===== config.mk =====
export PLATFORM = sky130hd
export DESIGN_NAME = alu_sequencer
export DESIGN_NICKNAME = d
export VERILOG_FILES = /design/src/rtl/alu_sequencer.sv
export SDC_FILE = /design/constraint.sdc
export NUM_CORES = 1
export LEC_CHECK = 0
export BUFFER_PORTS_ARGS = -buffer_cell sky130_fd_sc_hd__buf_2
export CAP_MARGIN = 10
export CORE_UTILIZATION = 30
export DETAILED_ROUTE_END_ITERATION = 8
export GPL_TIMING_DRIVEN = 0
export PLACE_DENSITY = 0.44
export SYNTH_ARGS = -nofsm -noshare
export SYNTH_HDL_FRONTEND = slang
export SYNTH_SLANG_ARGS = --single-unit

===== constraint.sdc =====
create_clock -name clk -period 5.3 [get_ports clk]
set_input_delay 0.265 -clock clk [delete_from_list [all_inputs] [get_ports clk]]
set_output_delay 0.265 -clock clk [all_outputs]
set_load 0.02 [all_outputs]

===== src/rtl/alu_sequencer.sv =====
// Multi-cycle ALU execute/writeback controller in front of a single-read-port register file.
// Optional ALU_SEQ_SAME_SRC_EN: skip the second read when both sources name the same register.
module alu_sequencer #(
  parameter int DW = 16,
  parameter int AW = 4
) (
  input  logic          clk,
  input  logic          clear,
  input  logic          instr_valid,
  output logic          instr_ready,
  input  logic [2:0]    opcode,
  input  logic [AW-1:0] dst,
  input  logic [AW-1:0] src_a,
  input  logic [AW-1:0] src_b,
  output logic          rd_en,
  output logic [AW-1:0] rd_addr,
  input  logic [DW-1:0] rd_data,
  output logic          wr_en,
  output logic [AW-1:0] wr_addr,
  output logic [DW-1:0] wr_data,
  output logic [DW-1:0] result,
  output logic          zero,
  output logic          ovf,
  output logic          done,
  output logic [2:0]    state_dbg
);

  typedef enum logic [2:0] {IDLE, RD_A, RD_B, EXEC, WB} state_t;

  state_t        state;
  logic [2:0]    op_q;
  logic [AW-1:0] dst_q;
  logic [AW-1:0] src_a_q;
  logic [AW-1:0] src_b_q;
  logic [DW-1:0] op_a;
  logic [DW-1:0] op_b;
  logic [DW-1:0] alu_res;
  logic          alu_ovf;

  // Handshake: an instruction is taken on a rising edge where instr_valid and
  // instr_ready are both high; ready is only high in IDLE and never while clear is low.
  assign instr_ready = clear && (state == IDLE);
  assign state_dbg   = state;

  always_comb begin
    alu_res = '0;
    alu_ovf = 1'b0;
    case (op_q)
      3'b000: begin
        alu_res = op_a + op_b;
        alu_ovf = (op_a[DW-1] == op_b[DW-1]) && (alu_res[DW-1] != op_a[DW-1]);
      end
      3'b001: begin
        alu_res = op_a - op_b;
        alu_ovf = (op_a[DW-1] != op_b[DW-1]) && (alu_res[DW-1] != op_a[DW-1]);
      end
      3'b010: alu_res = op_a & op_b;
      3'b011: alu_res = op_a | op_b;
      3'b100: alu_res = op_a ^ op_b;
      3'b101: alu_res = op_a << op_b[3:0];
      3'b110: alu_res = op_a >> op_b[3:0];
      default: alu_res = op_a;
    endcase
  end

  always_ff @(posedge clk or negedge clear) begin
    if (!clear) begin
      state   <= IDLE;
      op_q    <= '0;
      dst_q   <= '0;
      src_a_q <= '0;
      src_b_q <= '0;
      op_a    <= '0;
      op_b    <= '0;
      rd_en   <= 1'b0;
      rd_addr <= '0;
      wr_en   <= 1'b0;
      wr_addr <= '0;
      wr_data <= '0;
      result  <= '0;
      zero    <= 1'b1;
      ovf     <= 1'b0;
      done    <= 1'b0;
    end else begin
      done <= 1'b0;
      case (state)
        IDLE: begin
          if (instr_valid) begin
            op_q    <= opcode;
            dst_q   <= dst;
            src_a_q <= src_a;
            src_b_q <= src_b;
            rd_en   <= 1'b1;
            rd_addr <= src_a;
            state   <= RD_A;
          end
        end
        RD_A: begin
          op_a <= rd_data;
`ifdef ALU_SEQ_SAME_SRC_EN
          if (src_a_q == src_b_q) begin
            op_b  <= rd_data;
            rd_en <= 1'b0;
            state <= EXEC;
          end else begin
            rd_addr <= src_b_q;
            state   <= RD_B;
          end
`else
          rd_addr <= src_b_q;
          state   <= RD_B;
`endif
        end
        RD_B: begin
          op_b  <= rd_data;
          rd_en <= 1'b0;
          state <= EXEC;
        end
        EXEC: begin
          result  <= alu_res;
          zero    <= (alu_res == '0);
          ovf     <= alu_ovf;
          wr_en   <= 1'b1;
          wr_addr <= dst_q;
          wr_data <= alu_res;
          state   <= WB;
        end
        WB: begin
          wr_en <= 1'b0;
          done  <= 1'b1;
          state <= IDLE;
        end
        default: state <= IDLE;
      endcase
    end
  end

endmodule

==> metrics.yaml, run 1 <==
run_status:
  outcome: "finished, final reports clean"
grt:
  first_global_vias: 6787
  grt_first_pass_wirelength_um: 42100
  grt_overflow_total: 0
  grt_antenna_before_repair: 0
  grt_usage: 0.234
  grt_max_degree: 44
setup_path:
  critical_path.max_fanout: 11
  worstPathBufferInverterCount: 4
  crit_type: "register to register"
  critical_path.max_stage_delay_ps: 650
  timing.critical_path.cells: "buf_2 -> inv_2 -> clkbuf_1 -> ha_1 -> buf_2 -> nand2b_1 -> a21oi_1 -> or4_1 -> a31o_2 -> a221oi_1 -> a31oi_1 -> o32ai_1 -> nand4_1 -> o31ai_2"
  data_required_time_at_the_worst_endpoint_ps: 5570
  critical_path.endpoint_type: "register"
  timing.reg2reg.worst_path_depth: 14
  crit_slowest_cell: "sky130_fd_sc_hd__clkbuf_1"
  worst-endpoint-arrival_ps: 4810
  path_depth: 14
  worstSetupStartpointType: "register"
  critical-path-top-cell-by-count: "sky130_fd_sc_hd__buf_2"
  critical_path.top_delay_family: "compound AO/OA/AOI/OAI gates"
timing:
  timing.slew.headroom: 0.335
  rsz0062_at_grt: "no"
  clock_skew_ps: 10.6
  number_of_endpoints_failing_setup_at_the_final_stage: 0
  finalCriticalPeriod_ps: 4530
  tightestPinTransition_ps: 990
  drv_slew: 0
  finalCritPeriodShare: 0.856
  clock.fmax_ghz: 0.221
  fin_tns_setup_ps: 0
  fin_ws_ps: 766
  hold_viol: 0
  hold_slack_ps: 115
final_layout:
  design.final.nets: 1032
  fillCellCount: 2380
  drive_gt1_frac: 0.198
  antenna_cells: 0
  fin_area_mm2: 0.00816
  syn2layout_area_growth_pct: 16.5
clock_network:
  worstSkewPairLatency_ps: 360
  clockRootBuffer: "sky130_fd_sc_hd__clkbuf_16"
  cts.clk_slew.worst_paths_ps: 70
  cts_resized: 0
  numCtsBuffers: 9
  ctsHoldBuffers: 1
  cts_sinks: 75
  postCtsSetupRepairBufs: 0
  ctsLongestPathBuffers: 2
  cts_tree: "done"
  htree_levels: 3
routing:
  route.layer.met1.wl_um: 12400
  ant_nets: 0
  drt-initial-drc-count: 617
  dr_total_vias: 6927
  wirelength_um: 27300
  wl_met3_um: 1660
  post_drt_wl_per_cell_um: 21.6
  route.met2.wl_um: 12400
  drc_errors: 0
  routed.top_layer: "met4"
  dr_vias_cell: 5.48
  drtPass1Iterations: 5
placement:
  detailed_place.area_mm2: 0.00785
  dp_hpwl_um: 21200
  count_of_buffers_inserted_at_the_top_level_ports: 82
  routability_congestion: 0.923
  dp_slack_ps: 845
synth:
  register_area_share_after_synthesis: 0.268
  synth.net_count: 936
  synth_edf_count: 0
  synth-main-ff-cell: "sky130_fd_sc_hd__dfrtp_1"
  yosys.cell_types.count: 73
  ys_seq_elements: 75
  cell_area_after_technology_mapping_mm2: 0.00700
  synth.avg_cell_area_um2: 8.24
  synthesis.yosys.warnings: 0
  number_of_instances_in_the_synthesized_netlist: 850
  synthArstFlopShare: 1.00
floorplanning:
  ioPinCount: 83
  fp.dieArea_mm2: 0.0240
  initial_utilization: 0.307
  die_y_um: 155
  die_width_um: 155
  fp.coreArea_mm2: 0.0228
  num_rows: 55
flow_run:
  max_cap_viol_count: 0
worst_hold_path:
  worstHoldPathCells: 3
  worstHoldPathType: "input port to register"
-- worst min-delay path: cells and delay by family --
kind / cells / cell delay [ps]
buf+inv: 1 / 80
compound gates: 1 / 50
simple gates: 1 / 40
-- synth_stat cells, types with 7 or more instances --
library cell	n	area share
sky130_fd_sc_hd__a21oi_1	49	0.035
sky130_fd_sc_hd__buf_2	18	0.013
sky130_fd_sc_hd__nand2b_1	15	0.013
sky130_fd_sc_hd__dfrtp_1	74	0.26
sky130_fd_sc_hd__nor2_1	57	0.031
sky130_fd_sc_hd__nand2_1	114	0.061
sky130_fd_sc_hd__mux4_2	9	0.029
sky130_fd_sc_hd__xnor2_1	9	0.011
sky130_fd_sc_hd__a22oi_1	10	0.011
sky130_fd_sc_hd__mux2_2	23	0.037
sky130_fd_sc_hd__o21ai_0	85	0.061
sky130_fd_sc_hd__a221oi_1	7	0.0088
sky130_fd_sc_hd__a31oi_1	7	0.0063
sky130_fd_sc_hd__ha_1	50	0.089
sky130_fd_sc_hd__nand3_1	7	0.0050
sky130_fd_sc_hd__clkbuf_1	30	0.016
sky130_fd_sc_hd__o32ai_1	13	0.016
sky130_fd_sc_hd__o22ai_1	8	0.0071
sky130_fd_sc_hd__nor3_1	20	0.014
sky130_fd_sc_hd__o211ai_1	8	0.0086
sky130_fd_sc_hd__inv_1	44	0.024
sky130_fd_sc_hd__buf_4	17	0.018
sky130_fd_sc_hd__a211oi_1	9	0.0096
sky130_fd_sc_hd__mux2i_1	29	0.041
-- area by class of cell --
class,count,area (um2),area share
flip-flops and latches,75,1880,0.230
well taps,313,392,0.0480
plain buffers,76,409,0.0502
clock buffers,9,225,0.0276
multi-input cells,653,4550,0.558
inverters,46,173,0.0212
clock inverters,7,75.1,0.00920
repair buffers,85,455,0.0558
-- kinds of logic after synthesis --
family / synth area share
xor gates and xnor gates: 0.0188
and+or+nand+nor: 0.178
adders and majority gates: 0.0950
buffers and inverters: 0.0831
muxes: 0.119
AOI/OAI and AO/OA: 0.239
DFF: 0.268
-- per-layer routing --
layer  vias up  track usage
met5         -            0
met4         0       0.0816
met3        46       0.0353
met2       272        0.371
met1      3354        0.324
li1       3255            -
-- flip-flops by register name, summed over array words and instances, names as in the netlist --
register,count
src_b_q,4
op_a,16
op_b,16
zero,1
result,16
dst_q,4
rd_addr,4
op_q,3
state_dbg,3
rd_en,1
wr_en,1
wr_addr,4
ovf,1
done,1
-- cell usage in the layout, fill, tap and decap left out, drive strengths merged, types with 4 or more instances in the layout --
cell,count
nor3b,4
nor2,57
nor4,5
mux2,23
a22oi,10
nand3b,6
nor2b,6
mux2i,29
o22ai,8
nand3,7
nand2,114
o32ai,13
a31oi,7
and3,5
or3,6
nand2b,15
xnor2,9
a221oi,7
nor3,20
o211ai,8
o31ai,6
or4,4
clkbuf,39
mux4,12
dfrtp,74
o21a,4
a211oi,9
a21oi,49
a31o,4
and2,4
ha,50
nand4,5
inv,51
xor2,6
buf,130
o311ai,6
o21ai,87
a22o,4
-- stage by stage --
step	utilization	instances
3_5_place_dp	0.344	1247
3_3_place_gp	0.343	1245
5_1_grt	0.358	1264
2_1_floorplan	-	850
6_report	0.358	1264
4_1_cts	0.358	1264
-- path summary, 6_finish.rpt --
check                      startpoint    endpoint  slack [ps]
setup / recovery              op_b[2]        zero         770
hold / removal              opcode[2]     op_q[2]         110
setup reg to reg              op_b[2]        zero         770
hold reg to reg              dst_q[0]  wr_addr[0]         470
max in group asynchronous       clear        zero        4260
min in group asynchronous       clear     op_b[8]         420
Power of run 1 is not shown: default switching activity piles up to over one toggle a cycle in this logic, so the estimate is an artifact.
==> run 2: changes to the inputs <==
--- a/config.mk
+++ b/config.mk
@@ -7,10 +7,13 @@
 export LEC_CHECK = 0
 export BUFFER_PORTS_ARGS = -buffer_cell sky130_fd_sc_hd__buf_2
 export CAP_MARGIN = 10
+export CELL_PAD_IN_SITES_DETAIL_PLACEMENT = 1
+export CELL_PAD_IN_SITES_GLOBAL_PLACEMENT = 2
 export CORE_UTILIZATION = 30
 export DETAILED_ROUTE_END_ITERATION = 8
 export GPL_TIMING_DRIVEN = 0
-export PLACE_DENSITY = 0.44
+export HOLD_SLACK_MARGIN = 0.15
+export PLACE_DENSITY = 0.67
 export SYNTH_ARGS = -nofsm -noshare
 export SYNTH_HDL_FRONTEND = slang
 export SYNTH_SLANG_ARGS = --single-unit
==> metrics.yaml, run 2 (synthesized netlist as in run 1, its figures left out) <==
run_status:
  outcome: "finished, final reports clean"
floorplanning:
  die_y_um: 155
  ioPinCount: 83
  fp.dieArea_mm2: 0.0240
  initial_utilization: 0.307
  die_width_um: 155
  fp.coreArea_mm2: 0.0228
  num_rows: 55
timing:
  drv_slew: 0
  tightestPinTransition_ps: 981
  fin_ws_ps: 512
  finalCritPeriodShare: 0.903
  timing.slew.headroom: 0.341
  clock_skew_ps: 10.7
  fin_tns_setup_ps: 0
  number_of_endpoints_failing_setup_at_the_final_stage: 0
  clock.fmax_ghz: 0.209
  finalCriticalPeriod_ps: 4790
  hold_viol: 0
  rsz0062_at_grt: "no"
clock_network:
  ctsLongestPathBuffers: 2
  cts_sinks: 75
  cts.clk_slew.worst_paths_ps: 70
  worstSkewPairLatency_ps: 360
  htree_levels: 3
  clockRootBuffer: "sky130_fd_sc_hd__clkbuf_16"
  numCtsBuffers: 9
  postCtsSetupRepairBufs: 0
  cts_tree: "done"
setup_path:
  crit_type: "register to register"
  critical_path.max_stage_delay_ps: 700
  worstSetupStartpointType: "register"
  timing.critical_path.cells: "buf_2 -> inv_2 -> clkbuf_1 -> ha_1 -> buf_2 -> nand2b_1 -> a21oi_1 -> or4_1 -> a31o_2 -> a221oi_1 -> a31oi_1 -> o32ai_1 -> nand4_1 -> o31ai_2"
  critical_path.max_fanout: 11
  crit_slowest_cell: "sky130_fd_sc_hd__o32ai_1"
  data_required_time_at_the_worst_endpoint_ps: 5570
  worstPathBufferInverterCount: 4
  worst-endpoint-arrival_ps: 5050
  critical-path-top-cell-by-count: "sky130_fd_sc_hd__buf_2"
  critical_path.top_delay_family: "compound AO/OA/AOI/OAI gates"
  critical_path.endpoint_type: "register"
placement:
  dp_slack_ps: 653
  placed_cells: 1248
  routability_congestion: 0.906
  detailed_place.area_mm2: 0.00784
  count_of_buffers_inserted_at_the_top_level_ports: 82
  dp_hpwl_um: 22700
routing:
  ant_nets: 0
  drt-initial-drc-count: 490
  dr_total_vias: 7156
  dr_vias_cell: 5.54
  post_drt_wl_per_cell_um: 22.3
  drc_errors: 0
  drtPass1Iterations: 5
  wirelength_um: 28800
final_layout:
  drive_gt1_frac: 0.191
  top_regs: "op_a (16), op_b (16), result (16)"
  mostFrequentLayoutCell: "sky130_fd_sc_hd__nand2_1"
  antenna_cells: 0
  regArea_mm2: 0.00188
  syn2layout_area_growth_pct: 20.5
  layout_common_cells: "114 x sky130_fd_sc_hd__nand2_1, 100 x sky130_fd_sc_hd__buf_2, 85 x sky130_fd_sc_hd__o21ai_0"
  design.final.nets: 1060
  fin_cells: 1291
  fillCellCount: 2777
  fin_area_mm2: 0.00844
  multiInputGateArea_mm2: 0.00454
worst_hold_path:
  worstHoldPathType: "input port to register"
grt:
  grt_overflow_total: 0
  grt_max_degree: 41
  first_global_vias: 7193
  grt_first_pass_wirelength_um: 44700
  grt_usage: 0.249
  grt_antenna_before_repair: 0
flow_run:
  max_cap_viol_count: 0
run 2: cell count changes in the layout (fill, tap and decap cells not counted), sizes merged:
cell / before / now
dlygate4sd3: 1 / 28
inv: 51 / 47
bufinv: 0 / 2
buf: 130 / 131
clkinv: 1 / 2
run 2: area by class of cell:
class / count / share of cell area
tap: 313 / 0.0464
timing repair buffer: 113 / 0.0860
sequential: 75 / 0.223
clock buffer: 9 / 0.0267
inverter: 46 / 0.0205
multi-input combinational: 653 / 0.539
clock inverter: 6 / 0.0107
buffer: 76 / 0.0485
run 2: final timing paths:
path,cells after the start,start,to,slack (ps)
max reg2reg,14,op_b[2],zero,510
min reg2reg,2,dst_q[2],wr_addr[2],470
min in group asynchronous,2,clear,op_a[8],400
min,3,instr_valid,state_dbg[0],170
max,14,op_b[2],zero,510
max in group asynchronous,3,clear,wr_addr[0],4280
run 2: metal layers:
metal | wire length [um] | vias to the layer above | share of wire | global-route usage
met2 | 13000 | 231 | 0.45 | 0.395
met1 | 13700 | 3578 | 0.48 | 0.349
li1 | - | 3310 | - | -
met5 | 0 | - | 0 | 0
met3 | 1410 | 37 | 0.049 | 0.0342
met4 | 659 | 0 | 0.023 | 0.0783
run 2: tightest hold or removal path: cells and delay by family:
family        cells  cell delay, ps
simple gates      2             130
buf+inv           1             100
run 2: repair_timing:
action | 4_1_cts | 5_1_grt
gates resized for setup | 0 | 0
hold endpoints to repair | 77 | 0
hold buffers | 28 | 0
endpoints found under the setup margin | 0 | 0
run 2: metrics by stage:
stage,hold WS (ps),util
after CTS,162,0.370
after global placement,450,0.343
after floorplan,-30.6,-
after global routing,193,0.370
final,170,0.370
after detailed placement,265,0.344
Power of run 2 is left out for the same reason.
==> run 3: changes to the inputs <==
--- a/config.mk
+++ b/config.mk
@@ -14,6 +14,7 @@
 export GPL_TIMING_DRIVEN = 0
 export HOLD_SLACK_MARGIN = 0.15
 export PLACE_DENSITY = 0.67
+export REMOVE_ABC_BUFFERS = 1
 export SYNTH_ARGS = -nofsm -noshare
 export SYNTH_HDL_FRONTEND = slang
 export SYNTH_SLANG_ARGS = --single-unit
==> metrics.yaml, run 3 (synthesized netlist as in run 1, its figures left out) <==
timing:
  fin_tns_setup_ps: 0
  rsz0062_at_grt: "no"
  hold_slack_ps: 156
  tightestPinTransition_ps: 1180
  hold_viol: 0
  number_of_endpoints_failing_setup_at_the_final_stage: 0
  timing.slew.headroom: 0.215
  clock_skew_ps: 10.9
  clock.fmax_ghz: 0.236
  finalCritPeriodShare: 0.801
  fin_ws_ps: 1050
  drv_slew: 0
  finalCriticalPeriod_ps: 4250
worst_hold_path:
  worstHoldPathType: "input port to register"
  holdPathEnd: "op_q[0]"
  worstHoldPathCells: 2
  holdCritStartpoint: "opcode[0]"
floorplanning:
  fp.coreArea_mm2: 0.0228
  ioPinCount: 83
  die_y_um: 155
  die_width_um: 155
  initial_utilization: 0.307
  num_rows: 55
  fp.dieArea_mm2: 0.0240
grt:
  grt_antenna_before_repair: 0
  grt_usage: 0.224
  first_global_vias: 6819
  grt_max_degree: 46
  grt_overflow_total: 0
  grt_first_pass_wirelength_um: 41100
run_status:
  outcome: "finished, final reports clean"
setup_path:
  critical_path.endpoint_type: "register"
  r2r-start: "op_b[2]"
  r2r_slack_ps: 1050
  crit_type: "register to register"
  crit_slowest_cell: "sky130_fd_sc_hd__dfrtp_1"
  worstSetupStartpointType: "register"
  critical_path.max_stage_delay_ps: 810
  worst-endpoint-arrival_ps: 4520
  timing.reg2reg.worst_path_depth: 11
  timing.critical_path.cells: "inv_2 -> ha_1 -> nand2b_1 -> a21oi_1 -> or4_1 -> a31o_2 -> a221oi_1 -> a31oi_1 -> o32ai_1 -> nand4_1 -> o31ai_2"
  end_of_the_worst_register_to_register_path: "zero"
  critical_path.max_fanout: 20
  data_required_time_at_the_worst_endpoint_ps: 5570
routing:
  drt-initial-drc-count: 452
  drc_errors: 0
  wirelength_um: 26100
  ant_nets: 0
  dr_total_vias: 6730
  dr_vias_cell: 5.49
  drtPass1Iterations: 5
  post_drt_wl_per_cell_um: 21.3
clock_network:
  htree_levels: 3
  cts_resized: 0
  numCtsBuffers: 9
  worstSkewPairLatency_ps: 360
  clockRootBuffer: "sky130_fd_sc_hd__clkbuf_16"
  cts.clk_slew.worst_paths_ps: 70
  cts_sinks: 75
  postCtsSetupRepairBufs: 0
  ctsLongestPathBuffers: 2
  cts_tree: "done"
flow_run:
  max_cap_viol_count: 0
final_layout:
  design.final.nets: 994
  syn2layout_area_growth_pct: 17.5
  drive_gt1_frac: 0.180
  antenna_cells: 0
  layout_common_cells: "114 x sky130_fd_sc_hd__nand2_1, 85 x sky130_fd_sc_hd__o21ai_0, 82 x sky130_fd_sc_hd__buf_2"
  mostFrequentLayoutCell: "sky130_fd_sc_hd__nand2_1"
  top_regs: "op_a (16), op_b (16), result (16)"
placement:
  dp_hpwl_um: 19600
  count_of_buffers_inserted_at_the_top_level_ports: 82
  dp_slack_ps: 501
  routability_congestion: 0.857
## run 3: changes by cell type in the layout (fill, tap and decap cells not counted), sizes merged
cell	previous run	this run
clkbuf	39	9
bufinv	2	0
clkinv	2	1
clkinvlp	1	0
buf	131	96
dlygate4sd3	28	27
inv	47	52
## run 3: timing repair
action / 4_1_cts / 5_1_grt
endpoints found under the setup margin: 0 / 0
hold buffers: 27 / 0
hold endpoints to repair: 73 / 0
## run 3: worst max path at each step
stage                      end  startpoint  cells after the start  slack, ps
after floorplan           zero     op_b[1]                     10       1300
after global placement    zero     op_b[1]                     11        -50
after detailed placement  zero     op_b[2]                     11        500
after CTS                 zero     op_b[2]                     11        490
after global routing      zero     op_b[2]                     11        810
final                     zero     op_b[2]                     11       1050
## run 3: cell type report
type                       instances  area, um2
clock buffer                       9        225
clock inverter                     7       73.8
fill                            2702      14500
inverter                          46        173
multi-input combinational        653       4560
sequential                        75       1880
tap                              313        392
timing repair buffer             123        925
## run 3: critical path, delay by kind of cell (launching register included)
kind	cells	cell delay (ps)
buffers and inverters	1	420
AOI/OAI and AO/OA	6	1530
adders and majority gates	1	550
DFF	1	810
and+or+nand+nor	3	850
## run 3: through the flow
stage / cell area [um2] / utilization / std cells
final: 8230 / 0.361 / 1226
after detailed placement: 7620 / 0.335 / 1181
after floorplan: 6600 / - / 774
after global placement: 7400 / 0.325 / 1169
after CTS: 8190 / 0.360 / 1224
after global routing: 8230 / 0.361 / 1226
## run 3: layer usage
metal | GRT usage | vias to the layer above | wire [um]
li1 | - | 3179 | -
met1 | 0.301 | 3379 | 12400
met2 | 0.370 | 145 | 12300
met3 | 0.0322 | 27 | 928
met4 | 0.0736 | 0 | 561
met5 | 0 | - | 0
Power of run 3 is left out for the same reason.
